File: config.mk
export PLATFORM = sky130hd
export DESIGN_NAME = xm23_fetch_unit
export DESIGN_NICKNAME = d
export VERILOG_FILES = /design/src/rtl/xm23_fetch_unit_pkg.sv /design/src/rtl/xm23_fetch_unit_fetch_queue.sv /design/src/rtl/xm23_fetch_unit.sv
export SDC_FILE = /design/constraint.sdc
export NUM_CORES = 1
export LEC_CHECK = 0
export ABC_CLOCK_PERIOD_IN_PS = 3770
export CAP_MARGIN = 25
export CELL_PAD_IN_SITES_DETAIL_PLACEMENT = 1
export CELL_PAD_IN_SITES_GLOBAL_PLACEMENT = 1
export CORE_ASPECT_RATIO = 1.25
export CORE_MARGIN = 2
export CORE_UTILIZATION = 33
export CTS_BUF_LIST = sky130_fd_sc_hd__clkbuf_16
export DETAILED_ROUTE_END_ITERATION = 10
export GPL_ROUTABILITY_DRIVEN = 0
export PLACE_DENSITY = 0.77
export SYNTH_ARGS = -nofsm -noshare
export SYNTH_HDL_FRONTEND = slang
export SYNTH_SLANG_ARGS = --single-unit
File: constraint.sdc
create_clock -name Clock -period 3.77 [get_ports Clock]
set_clock_uncertainty 0.2 [all_clocks]
set_input_delay 1.131 -clock Clock [delete_from_list [all_inputs] [get_ports Clock]]
set_output_delay 1.131 -clock Clock [all_outputs]
set_load 0.02 [all_outputs]
File: src/rtl/xm23_fetch_unit_pkg.sv
// Shared widths, FSM encoding and queue entry layout for the XM23 fetch stage.
package xm23_fetch_unit_pkg;

   localparam int WORD_W = 16;
   localparam int ADDR_W = 16;
   localparam logic [ADDR_W-1:0] PC_STEP = 16'd2;

   typedef enum logic [1:0] {
      ST_IDLE = 2'd0,
      ST_REQ  = 2'd1,
      ST_WAIT = 2'd2,
      ST_HALT = 2'd3
   } fetch_state_e;

   typedef struct packed {
      logic [ADDR_W-1:0] pc;
      logic [WORD_W-1:0] instr;
   } fetch_entry_t;

   function automatic logic [ADDR_W-1:0] pc_inc(input logic [ADDR_W-1:0] pc);
      return pc + PC_STEP;
   endfunction

endpackage

File: src/rtl/xm23_fetch_unit_fetch_queue.sv
// Prefetch queue of {pc, instr} entries. Entry 0 is always the head, so the
// decoder-facing outputs come straight from flops.
module xm23_fetch_unit_fetch_queue
   import xm23_fetch_unit_pkg::*;
#(
   parameter int QDEPTH = 2,
   parameter int CNT_W  = $clog2(QDEPTH) + 1
) (
   input  logic                     Clock,
   input  logic                     Reset_n,
   input  logic                     flush,
   input  logic                     push,
   input  logic [ADDR_W+WORD_W-1:0] push_data,
   input  logic                     pop,
   output logic [ADDR_W+WORD_W-1:0] head,
   output logic [CNT_W-1:0]         count
);

   fetch_entry_t     slot_q [QDEPTH];
   fetch_entry_t     slot_d [QDEPTH];
   fetch_entry_t     above  [QDEPTH];
   fetch_entry_t     new_entry;
   logic [CNT_W-1:0] count_q;
   logic [CNT_W-1:0] count_d;
   logic [CNT_W-1:0] wr_idx;
   logic             do_push;
   logic             do_pop;

   assign new_entry = fetch_entry_t'(push_data);
   assign do_pop    = pop & (count_q != '0);
   // A full queue still accepts a push when the head leaves in the same cycle.
   assign do_push   = push & ((count_q != CNT_W'(QDEPTH)) | do_pop);
   assign wr_idx    = count_q - CNT_W'(do_pop);

   genvar gi;
   generate
      for (gi = 0; gi < QDEPTH; gi++) begin : g_above
         if (gi < QDEPTH - 1) begin : g_mid
            assign above[gi] = slot_q[gi+1];
         end else begin : g_last
            assign above[gi] = slot_q[gi];
         end
      end
   endgenerate

   always_comb begin
      count_d = count_q + CNT_W'(do_push) - CNT_W'(do_pop);
      if (flush) begin
         count_d = '0;
      end
      for (int i = 0; i < QDEPTH; i++) begin
         slot_d[i] = do_pop ? above[i] : slot_q[i];
         if (do_push && (wr_idx == CNT_W'(i))) begin
            slot_d[i] = new_entry;
         end
      end
   end

   always_ff @(posedge Clock) begin
      if (!Reset_n) begin
         count_q <= '0;
         for (int i = 0; i < QDEPTH; i++) begin
            slot_q[i] <= '0;
         end
      end else begin
         count_q <= count_d;
         for (int i = 0; i < QDEPTH; i++) begin
            slot_q[i] <= slot_d[i];
         end
      end
   end

   assign head  = slot_q[0];
   assign count = count_q;

endmodule

File: src/rtl/xm23_fetch_unit.sv
// XM23 instruction fetch: PC, single-outstanding word reads, breakpoint halt,
// redirect flush, and a prefetch queue feeding the decoder.
module xm23_fetch_unit
   import xm23_fetch_unit_pkg::*;
#(
   parameter int          QDEPTH   = 2,
   parameter logic [15:0] RESET_PC = 16'h0000
) (
   input  logic        Clock,
   input  logic        Reset_n,
   input  logic        slp,
   input  logic [15:0] bkpnt,
   input  logic        bkpnt_en,
   input  logic        redir_valid,
   input  logic [15:0] redir_pc,
   output logic        mem_req,
   output logic [15:0] mem_addr,
   input  logic        mem_gnt,
   input  logic        mem_rvalid,
   input  logic [15:0] mem_rdata,
   output logic        instr_valid,
   output logic [15:0] instr,
   output logic [15:0] instr_pc,
   input  logic        instr_ready,
   output logic        bkpt_hit,
   output logic        misalign
);

   localparam int CNT_W = $clog2(QDEPTH) + 1;

   fetch_state_e         state_q;
   fetch_state_e         state_d;
   logic [ADDR_W-1:0]    pc_q;
   logic [ADDR_W-1:0]    pc_d;
   logic                 drop_q;
   logic                 drop_d;
   logic                 misalign_q;
   logic                 misalign_d;

   logic                 q_push;
   logic                 q_pop;
   logic [CNT_W-1:0]     q_count;
   logic [ADDR_W+WORD_W-1:0] q_head;
   fetch_entry_t         q_in;
   logic [CNT_W:0]       count_after;
   logic                 bkpt_match;
   logic                 outstanding;
   logic                 issue_ok;

   assign bkpt_match  = bkpnt_en & (pc_q == bkpnt);
   assign outstanding = drop_q | (state_q == ST_WAIT);
   assign q_push      = mem_rvalid & (state_q == ST_WAIT) & ~drop_q & ~redir_valid;
   assign q_pop       = instr_valid & instr_ready & ~redir_valid;
   // PC has already advanced by the time the word returns.
   assign q_in.pc     = pc_q - PC_STEP;
   assign q_in.instr  = mem_rdata;
   assign count_after = {1'b0, q_count} + (CNT_W+1)'(q_push) - (CNT_W+1)'(q_pop);
   // A pending dropped read still occupies the single outstanding slot.
   assign issue_ok    = ~slp & ~drop_q & (count_after < (CNT_W+1)'(QDEPTH));

   always_comb begin
      state_d    = state_q;
      pc_d       = pc_q;
      drop_d     = drop_q & ~mem_rvalid;
      misalign_d = redir_valid & redir_pc[0];

      case (state_q)
         ST_IDLE: begin
            if (bkpt_match) begin
               state_d = ST_HALT;
            end else if (issue_ok) begin
               state_d = ST_REQ;
            end
         end
         ST_REQ: begin
            if (mem_gnt) begin
               state_d = ST_WAIT;
               pc_d    = pc_inc(pc_q);
            end
         end
         ST_WAIT: begin
            if (mem_rvalid) begin
               if (bkpt_match) begin
                  state_d = ST_HALT;
               end else if (issue_ok) begin
                  state_d = ST_REQ;
               end else begin
                  state_d = ST_IDLE;
               end
            end
         end
         ST_HALT: begin
            if (!bkpnt_en) begin
               state_d = ST_IDLE;
            end
         end
         default: state_d = ST_IDLE;
      endcase

      if (redir_valid) begin
         state_d = ST_IDLE;
         pc_d    = {redir_pc[15:1], 1'b0};
         drop_d  = (outstanding & ~mem_rvalid) | ((state_q == ST_REQ) & mem_gnt);
      end
   end

   always_ff @(posedge Clock) begin
      if (!Reset_n) begin
         state_q    <= ST_IDLE;
         pc_q       <= RESET_PC;
         drop_q     <= 1'b0;
         misalign_q <= 1'b0;
      end else begin
         state_q    <= state_d;
         pc_q       <= pc_d;
         drop_q     <= drop_d;
         misalign_q <= misalign_d;
      end
   end

   xm23_fetch_unit_fetch_queue #(
      .QDEPTH (QDEPTH),
      .CNT_W  (CNT_W)
   ) u_queue (
      .Clock     (Clock),
      .Reset_n   (Reset_n),
      .flush     (redir_valid),
      .push      (q_push),
      .push_data (q_in),
      .pop       (q_pop),
      .head      (q_head),
      .count     (q_count)
   );

   assign mem_req     = (state_q == ST_REQ);
   assign mem_addr    = mem_req ? pc_q : '0;
   assign instr_valid = (q_count != '0);
   assign instr       = q_head[WORD_W-1:0];
   assign instr_pc    = q_head[ADDR_W+WORD_W-1:WORD_W];
   assign bkpt_hit    = (state_q == ST_HALT);
   assign misalign    = misalign_q;

endmodule

# Word-level counts from Yosys, hierarchy flattened
# Memories as Yosys holds them, arrays and structs flattened.
# Cells that the tools add are included.
# word_totals
ff_bits	22
romBits	0
latch_bits	0
out_inout_bits	52
n_memories	1
mem_bits_rw	64
# op_classes
bitwise_logic	24
order_cmp	1
n_addsub	7
eq_ne	10
shifts	0
div	0
n_reduce_logical	11
multipliers	0
mux	20
# memory_table
memory	words	width	rd	rd_ports_with_merged_regs	write_ports	line_no	source
u_queue.slot_q	2	32	2	0	2	xm23_fetch_unit_fetch_queue.sv:19	fetch_entry_t slot_q [QDEPTH];
# op_table
cell	count
$mux 32	5
$mux 16	4
$add 16x2->16 const B	1
$eq 16x16->1	1
$sub 16x2->16 const B	1
$and 1x1->1	14
$mux 2	6
$pmux 2 s4	1
$ne 2x2->1 const B	3
$reduce_bool 2->1	3
$not 1->1	5
$or 1x1->1	5
$eq 2x1->1 const B	2
$eq 2x2->1 const B	2
$logic_not 2->1	2
$mux 1	4
$reduce_and 2->1	2
$reduce_and 4->1	1
$sub 2x1->2	2
$add 2x1->3	1
$lt 3x2->1 const B	1
$ne 3x3->1 const B	1
$sub 3x1->3	1
$add 2x1->2	1
other kinds (3)	4

# Logic depth before layout (Yosys ltp)
# depth
ltp_word	12
ltp_mapped	12
ltp_nobuf	8

# By module
# A second synthesis with hierarchy kept.
# hier_totals
cells_unflattened	535
area_unflattened_um2	4747.1
# modules_own_cells
mod	n_inst	area_each_um2	cells_each
xm23_fetch_unit_fetch_queue	1	3034.2	309
xm23_fetch_unit	1	1712.9	226

# Worst setup path after synthesis
# Ideal clock, no wire load.
# synth_timing
kind	input -> register
from	input port instr_ready
to	memory u_queue.slot_q[0][23] (netlist bit)
arrival_time_ns	3.474
setup_slack_ns	0.026
required_time_ns	3.500
stages	11
setup_time_ns	0.070
path_buffers	4
cell_sequence	nor2b_1 -> and2_1 -> buf_2 -> buf_2 -> buf_2 -> ha_1 -> o211ai_1 -> a211oi_1 -> clkbuf_1 -> o21ai_0 -> a21oi_1
# synth_rtl
element	line_no	source
start, declared	xm23_fetch_unit.sv:24	input logic instr_ready,
end, declared	xm23_fetch_unit_fetch_queue.sv:19	

# Final worst setup path
# layout_timing
from	register state_q[0]
to	output port mem_addr[8]
# layout_via
elab_chain_cells	2
# layout_rtl
element	line_no	source
start, declared	xm23_fetch_unit.sv:31	fetch_state_e state_q;
start signal, assigned	xm23_fetch_unit.sv:114	state_q <= state_d;
$eq 2x1->1	xm23_fetch_unit.sv:135	assign mem_req = (state_q == ST_REQ);
$mux 16	xm23_fetch_unit.sv:136	assign mem_addr = mem_req ? pc_q : '0;
end, declared	xm23_fetch_unit.sv:17	output logic [15:0] mem_addr,
# Every way passes these cells.

==> qor.yml <==
cp_num_cells: 4
grt_pass1_wl_um: 20300
min_from: "u_queue.slot_q[0][43]"
outcome: "complete, no violations"
cap_violations: 0
synth_cells: 491
rsz0062_at_grt: "no"
area_growth_pct: 36.2
cts.clk_slew.worst_paths_ns: 0.06
clk_latency_ns: 0.34
power.total_mw: 2.01
grt_max_degree: 49
ff2ff_setup_slack_ns: 1.00
syn_area_um2: 4180
place_hpwl_um: 8930
hold_violations: 0
synth_edf_count: 0
final-seq-area_um2: 1660
ys_seq_area_frac: 0.397
synthFlopType: "dfxtp_1"
worst_path_largest_cell_delay_ns: 0.62
num_antenna_cells: 0
path_class: "flip-flop to output port"
pwr_density_cell_nw_per_um2: 353
cp_slowest_cell: "clkdlybuf4s50_1"
wl_um: 12400
drt_iter0_drc: 128
critPathRequiredTime_ns: 2.44
cts_tree: "yes"
drc: 0
setup-violations-final: 0
fin_crit_sh: 0.877
io_buffer_count: 105
yosysUniqueCellTypes: 51
critPathMaxFanout: 17
path_cells: "nor2b_1 -> buf_4 -> and2_1 -> clkdlybuf4s50_1"
dieArea_um2: 13600
post-cts-setup-buffers: 0
cts_sinks: 83
cts_buffers: 9
nNetsFinal: 639
reg2reg_depth: 7
drive_gt1_frac: 0.0739
drt-pass1-iter-count: 4
die_w_um: 105
drtAntennaViolNets: 0
start_util: 0.341
setup_tns_ns: 0
rows: 45
fill_cells: 1479
cp_top_family: "buffers and inverters"
r2r_start: "pc_q[2]"
root_buffer: "clkbuf_16"
arrival_ns: 1.98
grt_pass1_vias: 4045
ir_worst_vdd_uv: 153
fin_util: 0.464
grt_overflow: 0
clock_path_buffers: 2
fmax_mhz: 302
slew_violations: 0
r2r_end: "u_queue.slot_q[0][63]"
die_h_um: 130
critical_path_buf_inv_count: 2
viasPerCell: 5.13
crit_path_start_kind: "flip-flop"
ys_warn_count: 0
worst_slew_pin_slew_ns: 0.568
post_cts_resized: 0
hp-class: "flip-flop to flip-flop"
htreeDepth: 3
antenna_found_initial: 0
vias: 3829
ys_seq_elements: 83
synthArstFlopShare: 0
wire_per_inst_um: 16.7
crit_end: "mem_addr[8]"
period_needed_ns: 3.31
worstSetupStartpoint: "state_q[0]"
p_leak_nw: 2.04
max_slew_margin: 0.621
ios: 108
multi_input_area_um2: 2300
post_synth.cell_area_avg_um2: 8.51
hold_buffers: 0
core_um2: 12300
end_kind: "output port"
grtUsageTotal: 0.185
-- where the power goes --
group / internal [mW] / switching [mW]
logic: 0.121 / 0.113
clock network: 0.505 / 0.348
registers: 0.893 / 0.0300
-- cell families (layout without fill, tap and decap cells) --
logic type	count (synthesis)	in the layout	synth area share
buffers and inverters	53	143	0.0545
xor gates and xnor gates	40	40	0.0856
AOI/OAI and AO/OA	114	114	0.175
and+or+nand+nor	164	164	0.194
adders and majority gates	6	6	0.0198
other	1	2	0.000897
DFF	83	83	0.397
muxes	30	30	0.0727
-- metrics by stage --
stage                     hold slack, ns  cells  setup WS [ns]  cell area, µm²
after floorplan                    0.236    492         0.0263            4180
after global placement             0.241    730          0.265            5410
after detailed placement           0.255    730          0.127            5410
after CTS                          0.264    746          0.430            5700
after global routing               0.288    746          0.250            5700
final                              0.262    746          0.463            5700
-- layout by cell type, fill, tap and decap left out, types with 18 or more instances in the layout --
cell / Yosys / layout
mux2i_1: 27 / 27
dfxtp_1: 83 / 83
a21oi_1: 37 / 37
nor2_1: 48 / 48
xor2_1: 22 / 22
o21ai_0: 24 / 24
clkdlybuf4s50_1: 0 / 105
a211oi_1: 34 / 34
nand2_1: 44 / 44
and2_1: 19 / 18
-- metal layers --
metal	vias up	GRT usage	wire length (µm)
met4	0	0.0620	229
met2	102	0.342	6390
li1	1872	-	-
met3	14	0.0355	588
met1	1841	0.215	5230
met5	-	0	0
-- worst min-delay path by stage --
stage | to | slack, ns | depth (start not counted)
final | u_queue.slot_q[0][43] | 0.26 | 2
after global routing | u_queue.slot_q[0][46] | 0.29 | 2
after CTS | u_queue.slot_q[0][43] | 0.26 | 2
after detailed placement | u_queue.slot_q[0][32] | 0.25 | 2
after global placement | u_queue.slot_q[0][39] | 0.24 | 2
after floorplan | u_queue.slot_q[0][32] | 0.24 | 2
-- synth_stat cells (all sizes together), types with 4 or more instances --
library cell  instances  share of area
buf                  11          0.016
inv                   7         0.0063
and2                 19          0.028
nand3                 4         0.0048
xnor2                18          0.040
nor2                 48          0.043
ha                    5          0.015
nor2b                 7          0.010
a21oi                37          0.044
nor4                  8          0.012
mux2i                27          0.065
dfxtp                83           0.40
a211oi               36          0.067
or2                   4         0.0060
nor3                  7         0.0084
and3                  4         0.0060
o21ai                24          0.029
xor2                 22          0.046
clkbuf               35          0.032
nand2                44          0.040
or3                   4         0.0072
nand4                 5         0.0075
-- sequential cells by signal, indices dropped and copies added, names as in the netlist --
signal          cells
drop_q              1
u_queue.count       2
state_q             2
misalign            1
pc_q               15
u_queue.slot_q     62
-- cell type report --
cell class                      count  area share
Inverter                            7     0.00461
Clock buffer                        9      0.0395
Tap cell                          164      0.0360
Sequential cell                    83       0.292
Clock inverter                      7      0.0105
Multi-Input combinational cell    356       0.404
Timing Repair Buffer              120       0.213
-- tightest hold or removal path, stage by stage, from the launching register on --
cell	delay [ns]
dfxtp_1	0.31
nand2_1	0.05
a21oi_1	0.05
(Power assumes the default switching activity.)
